### src/rtl/wb_arbiter2.sv
// wb_arbiter2: two-master Wishbone arbiter with per-cycle grant hold and slave timeout.
// Define WB_ARB_RR_EN for round-robin contention; otherwise master 0 has fixed priority.
module wb_arbiter2 #(
  parameter int unsigned TIMEOUT = 16
) (
  input  logic        wb_clk_i,
  input  logic        wb_rst_i,
  input  logic        m0_cyc_i,
  input  logic        m0_stb_i,
  input  logic        m0_we_i,
  input  logic [31:0] m0_adr_i,
  input  logic [31:0] m0_dat_i,
  input  logic [3:0]  m0_sel_i,
  output logic [31:0] m0_dat_o,
  output logic        m0_ack_o,
  output logic        m0_err_o,
  input  logic        m1_cyc_i,
  input  logic        m1_stb_i,
  input  logic        m1_we_i,
  input  logic [31:0] m1_adr_i,
  input  logic [31:0] m1_dat_i,
  input  logic [3:0]  m1_sel_i,
  output logic [31:0] m1_dat_o,
  output logic        m1_ack_o,
  output logic        m1_err_o,
  output logic        s_cyc_o,
  output logic        s_stb_o,
  output logic        s_we_o,
  output logic [31:0] s_adr_o,
  output logic [31:0] s_dat_o,
  output logic [3:0]  s_sel_o,
  input  logic [31:0] s_dat_i,
  input  logic        s_ack_i,
  output logic [1:0]  gnt_o
);
  localparam logic [1:0] IDLE = 2'd0, GNT0 = 2'd1, GNT1 = 2'd2;
  logic [1:0] state, state_nx, contend;
  logic last_gnt;
  logic [7:0] cnt;
  logic g0, g1, cyc, stb, tmo;
  assign g0 = state == GNT0;
  assign g1 = state == GNT1;
  assign cyc = (g0 & m0_cyc_i) | (g1 & m1_cyc_i);
  assign stb = (g0 & m0_cyc_i & m0_stb_i) | (g1 & m1_cyc_i & m1_stb_i);
  // an ack arriving on the timeout cycle takes precedence over the forced error
  assign tmo = stb & ~s_ack_i & (cnt == 8'(TIMEOUT - 1));
  assign s_cyc_o = cyc & ~tmo;
  assign s_stb_o = stb & ~tmo;
  assign s_we_o = g1 ? m1_we_i : g0 & m0_we_i;
  assign s_adr_o = g1 ? m1_adr_i : g0 ? m0_adr_i : '0;
  assign s_dat_o = g1 ? m1_dat_i : g0 ? m0_dat_i : '0;
  assign s_sel_o = g1 ? m1_sel_i : g0 ? m0_sel_i : '0;
  assign m0_dat_o = s_dat_i;
  assign m1_dat_o = s_dat_i;
  assign m0_ack_o = g0 & m0_cyc_i & s_ack_i;
  assign m1_ack_o = g1 & m1_cyc_i & s_ack_i;
  assign m0_err_o = g0 & tmo;
  assign m1_err_o = g1 & tmo;
  assign gnt_o = {g1, g0};
`ifdef WB_ARB_RR_EN
  assign contend = last_gnt ? GNT0 : GNT1;
`else
  logic unused_last_gnt;
  assign unused_last_gnt = last_gnt;
  assign contend = GNT0;
`endif
  always_comb
    state_nx = state == IDLE ? (m0_cyc_i & m1_cyc_i ? contend : m0_cyc_i ? GNT0 : m1_cyc_i ? GNT1 : IDLE)
             : (!cyc || tmo) ? IDLE : state;
  always_ff @(posedge wb_clk_i or negedge wb_rst_i)
    if (!wb_rst_i) begin
      state <= IDLE;
      last_gnt <= 1'b1;
      cnt <= '0;
    end else begin
      state <= state_nx;
      if (state == IDLE && state_nx != IDLE) last_gnt <= state_nx == GNT1;
      cnt <= (!stb || s_ack_i || tmo) ? 8'd0 : cnt + 8'd1;
    end
endmodule
### config.mk
export PLATFORM = sky130hd
export DESIGN_NAME = wb_arbiter2
export DESIGN_NICKNAME = d
export VERILOG_FILES = /design/src/rtl/wb_arbiter2.sv
export SDC_FILE = /design/constraint.sdc
export NUM_CORES = 1
export LEC_CHECK = 0
export BUFFER_PORTS_ARGS = -buffer_cell sky130_fd_sc_hd__buf_2
export CAP_MARGIN = 20
export CORE_AREA = 2 2 125 127
export DETAILED_ROUTE_END_ITERATION = 10
export DIE_AREA = 0 0 127 129
export PLACE_DENSITY = 0.42
export REMOVE_ABC_BUFFERS = 1
export SLEW_MARGIN = 15
export SYNTH_ARGS = -nofsm -noshare
export SYNTH_HDL_FRONTEND = slang
export SYNTH_SLANG_ARGS = --single-unit
### constraint.sdc
create_clock -name wb_clk_i -period 1.7 [get_ports wb_clk_i]
set_input_delay 0.255 -clock wb_clk_i [delete_from_list [all_inputs] [get_ports wb_clk_i]]
set_output_delay 0.255 -clock wb_clk_i [all_outputs]
set_load 0.02 [all_outputs]
==> results.py <==
metrics = {
    "outcome": {
        "violations": "negative setup slack",
        "status": "finished with violations",
    },
    "final_layout": {
        "n_antenna_cell": 0,
        "num-nets-final": 582,
        "final_cells": 590,
        "drive_above_1_share_pct": 77.9,
        "synthToLayoutAreaGrowth_pct": 142,
        "nFillCells": 1612,
    },
    "logic_synthesis": {
        "ys_types": 30,
        "async_reset_ff_share_pct": 100,
        "syn-instance-count": 207,
        "yosysSeqAreaShare_pct": 14.4,
        "synth_seq_cells": 10,
        "avgSynthCellArea_sq_um": 8.37,
        "synth-edff-count": 0,
        "syn-cell-area_sq_um": 1730,
        "yosys_warnings": 0,
        "synth-main-ff-cell": "dfrtp_1",
    },
    "min_path": {
        "hold_class": "input pin to flop",
        "min_from": "m1_cyc_i",
        "min_path_cells": 3,
    },
    "grt": {
        "antenna_found_initial": 1,
        "grt_pass1_vias": 2893,
        "grt_max_degree": 14,
        "grt_pass1_wl_mm": 24.9,
        "gr-usage-all-layers_pct": 23.0,
        "grt.overflow.total": 0,
    },
    "sta": {
        "whs_ns": 0.315,
        "hold_violations": 0,
        "min_period_ns": 2.03,
        "worstMarginPinSlew_ns": 0.387,
        "slew_viol_final": 0,
        "timing.slew.headroom_pct": 74.2,
        "fmax_mhz": 493,
        "fin_crit_sh_pct": 119,
        "final.setup_skew_ns": 0.00229,
        "final.setup.worst_slack_ns": -0.328,
        "finalSetupViolCount": 76,
        "rsz0062_at_grt": "yes",
    },
    "placement": {
        "dp_hpwl_mm": 16.0,
        "place_congestion": 0.816,
        "port-buffer-count": 221,
        "dp.cells": 553,
    },
    "worst_setup_path": {
        "arrival_ns": 1.77,
        "worstPathRequired_ns": 1.44,
        "rr_startpoint": "state[1]",
        "reg2reg_depth": 5,
        "setup.worst_path.start": "cnt[6]",
        "critPathMaxFanout": 3,
        "crit_slowest_cell": "or4_4",
        "worstSetupPathType": "flop to output port",
        "crit_chain": "or4_4 -> a211o_1 -> nor3b_2 -> buf_4",
        "end_kind": "output port",
        "crit_path_start_kind": "flop",
        "slowest_delay_ns": 0.56,
    },
    "flow_run": {
        "drv_cap": 0,
    },
    "power_and_ir_drop": {
        "clkPwrFrac_pct": 19.8,
        "seqPwrFrac_pct": 12.0,
        "leakage_nw": 2.07,
        "total_power_mw": 2.07,
        "p_sw_mw": 0.749,
        "ir_drop_mv": 0.378,
        "p_per_area_nw_per_um2": 494,
        "swShare_pct": 36.1,
        "p_int_mw": 1.32,
        "pwr-share-comb_pct": 68.2,
    },
    "floorplan": {
        "initial_utilization_pct": 11.6,
        "dieArea_sq_um": 16400,
        "die_y_um": 129,
        "coreArea_sq_um": 15000,
        "rows": 45,
        "ios": 318,
        "dieWidth_um": 127,
    },
    "clock_tree": {
        "cts.sinks": 10,
        "clockBufferDepth": 2,
        "cts_inserted_buffers": 3,
        "clkLatencyLatePin_ns": 0.24,
        "cts.htree.levels": 1,
        "root_buffer": "clkbuf_16",
        "clk_pin_slew_ns": 0.04,
        "cts_tree": "built",
    },
    "drt": {
        "via_per_inst": 4.52,
        "drt_iter0_markers": 101,
        "post-route-drc-count": 0,
        "dr_total_vias": 2664,
        "wl_mm": 19.7,
        "wl_per_cell_um": 33.5,
        "dr.pass1.iters": 4,
        "final_antenna_net_count": 0,
    },
}
## power by group through the flow
stage / sequential, mW / clock, mW / combinational (mW)
finish: 0.248 / 0.411 / 1.41
global route: 0.249 / 0.433 / 1.49
CTS: 0.248 / 0.421 / 1.39
detailed placement: 0.251 / 0 / 0.858
global placement: 0.250 / 0 / 0.858
floorplan: 0.251 / 0 / 0.396
## stage by stage
stage	setup WS, ns	setup TNS, ns	area (sq um)	util [%]
after CTS	-0.338	-17.11	4070	27.2
final	-0.328	-15.32	4200	28.0
after detailed placement	-0.158	-1.49	2700	18.0
after global placement	-0.178	-0.698	2700	18.0
after floorplan	-2.42	-161.56	1170	-
after global routing	-0.406	-19.29	4200	28.0
## repair_timing
item                                    4_1_cts  5_1_grt
gates cloned                                 13        3
endpoints found under the setup margin       74       80
buffers inserted                             22        4
endpoints found under the hold margin        10        0
pin swaps                                    34       36
gates resized for setup                     192       28
hold buffers                                  1        0
## cell families (layout without fill, tap and decap cells)
family,Yosys count,count (layout),share of synthesized area (%)
fa+ha+maj,1,1,0.722
buf+inv,84,279,32.6
flops,10,10,14.4
xor+xnor,3,3,1.52
compound gates,82,82,40.9
simple gates,27,27,9.82
## layout make-up
cell class                 instances  area, sq um  area share, %
inverter                           2         7.51          0.179
tap                              188          235           5.60
clock buffer                       3         75.1           1.79
multi-input combinational        113         1180           28.1
timing repair buffer             274         2450           58.3
sequential                        10          251           5.99
## placed cells by master (no fill, tap or decap), drive strengths merged
master,n
a2111oi,1
a211o,1
a211oi,3
a21o,1
a21oi,3
a22o,69
a22oi,1
and3,2
buf,270
clkbuf,6
dfrtp,10
dlygate4sd3,1
ha,1
inv,2
nand2,1
nand2b,1
nand3,3
nand3b,1
nand4,1
nand4b,3
nor2,4
nor2b,2
nor3,3
nor3b,2
o21ai,3
or3,3
or4,1
xnor2,2
xor2,1
## synthesized netlist by cell type, types with 2 or more instances
cell	number	area (sq um)
buf_2	2	10.0
inv_1	2	7.51
or3_1	3	18.8
nand3_1	3	15.0
nor2b_1	2	12.5
xnor2_1	2	17.5
nor2_1	4	15.0
nor3_1	3	15.0
o21ai_0	3	15.0
nand4b_1	3	26.3
and3_1	2	12.5
clkbuf_1	14	52.6
dfrtp_1	10	250
a211oi_1	3	22.5
buf_4	66	495
a21oi_1	3	15.0
a22o_1	69	604
## per-layer routing
layer,track usage (%),vias to the layer above,part of all wire [%]
met4,13.1,4,6.8
met2,35.9,263,44
met1,21.6,1239,32
li1,-,1125,-
met5,4.41,-,0.58
met3,17.4,33,17
## sequential cells by signal (all words and copies together) (netlist names)
register and flops:
cnt 8, state 2
## critical path: cells and delay by family, from the launching register on
family	cells	cell delay, ns
AO/OA/AOI/OAI	1	0.27
flip-flops	1	0.37
AND/OR/NAND/NOR	2	0.73
buffers and inverters	1	0.16
## worst paths after layout
kind	end	slack [ns]
worst max-delay path	m0_err_o	-0.33
worst min-delay path	state[1]	0.32
worst max register to register	cnt[5]	0.12
worst min register to register	cnt[0]	0.55
max in group asynchronous	state[1]	1.07
min in group asynchronous	cnt[7]	0.42
Note: power is estimated with default switching activity, not from simulation.
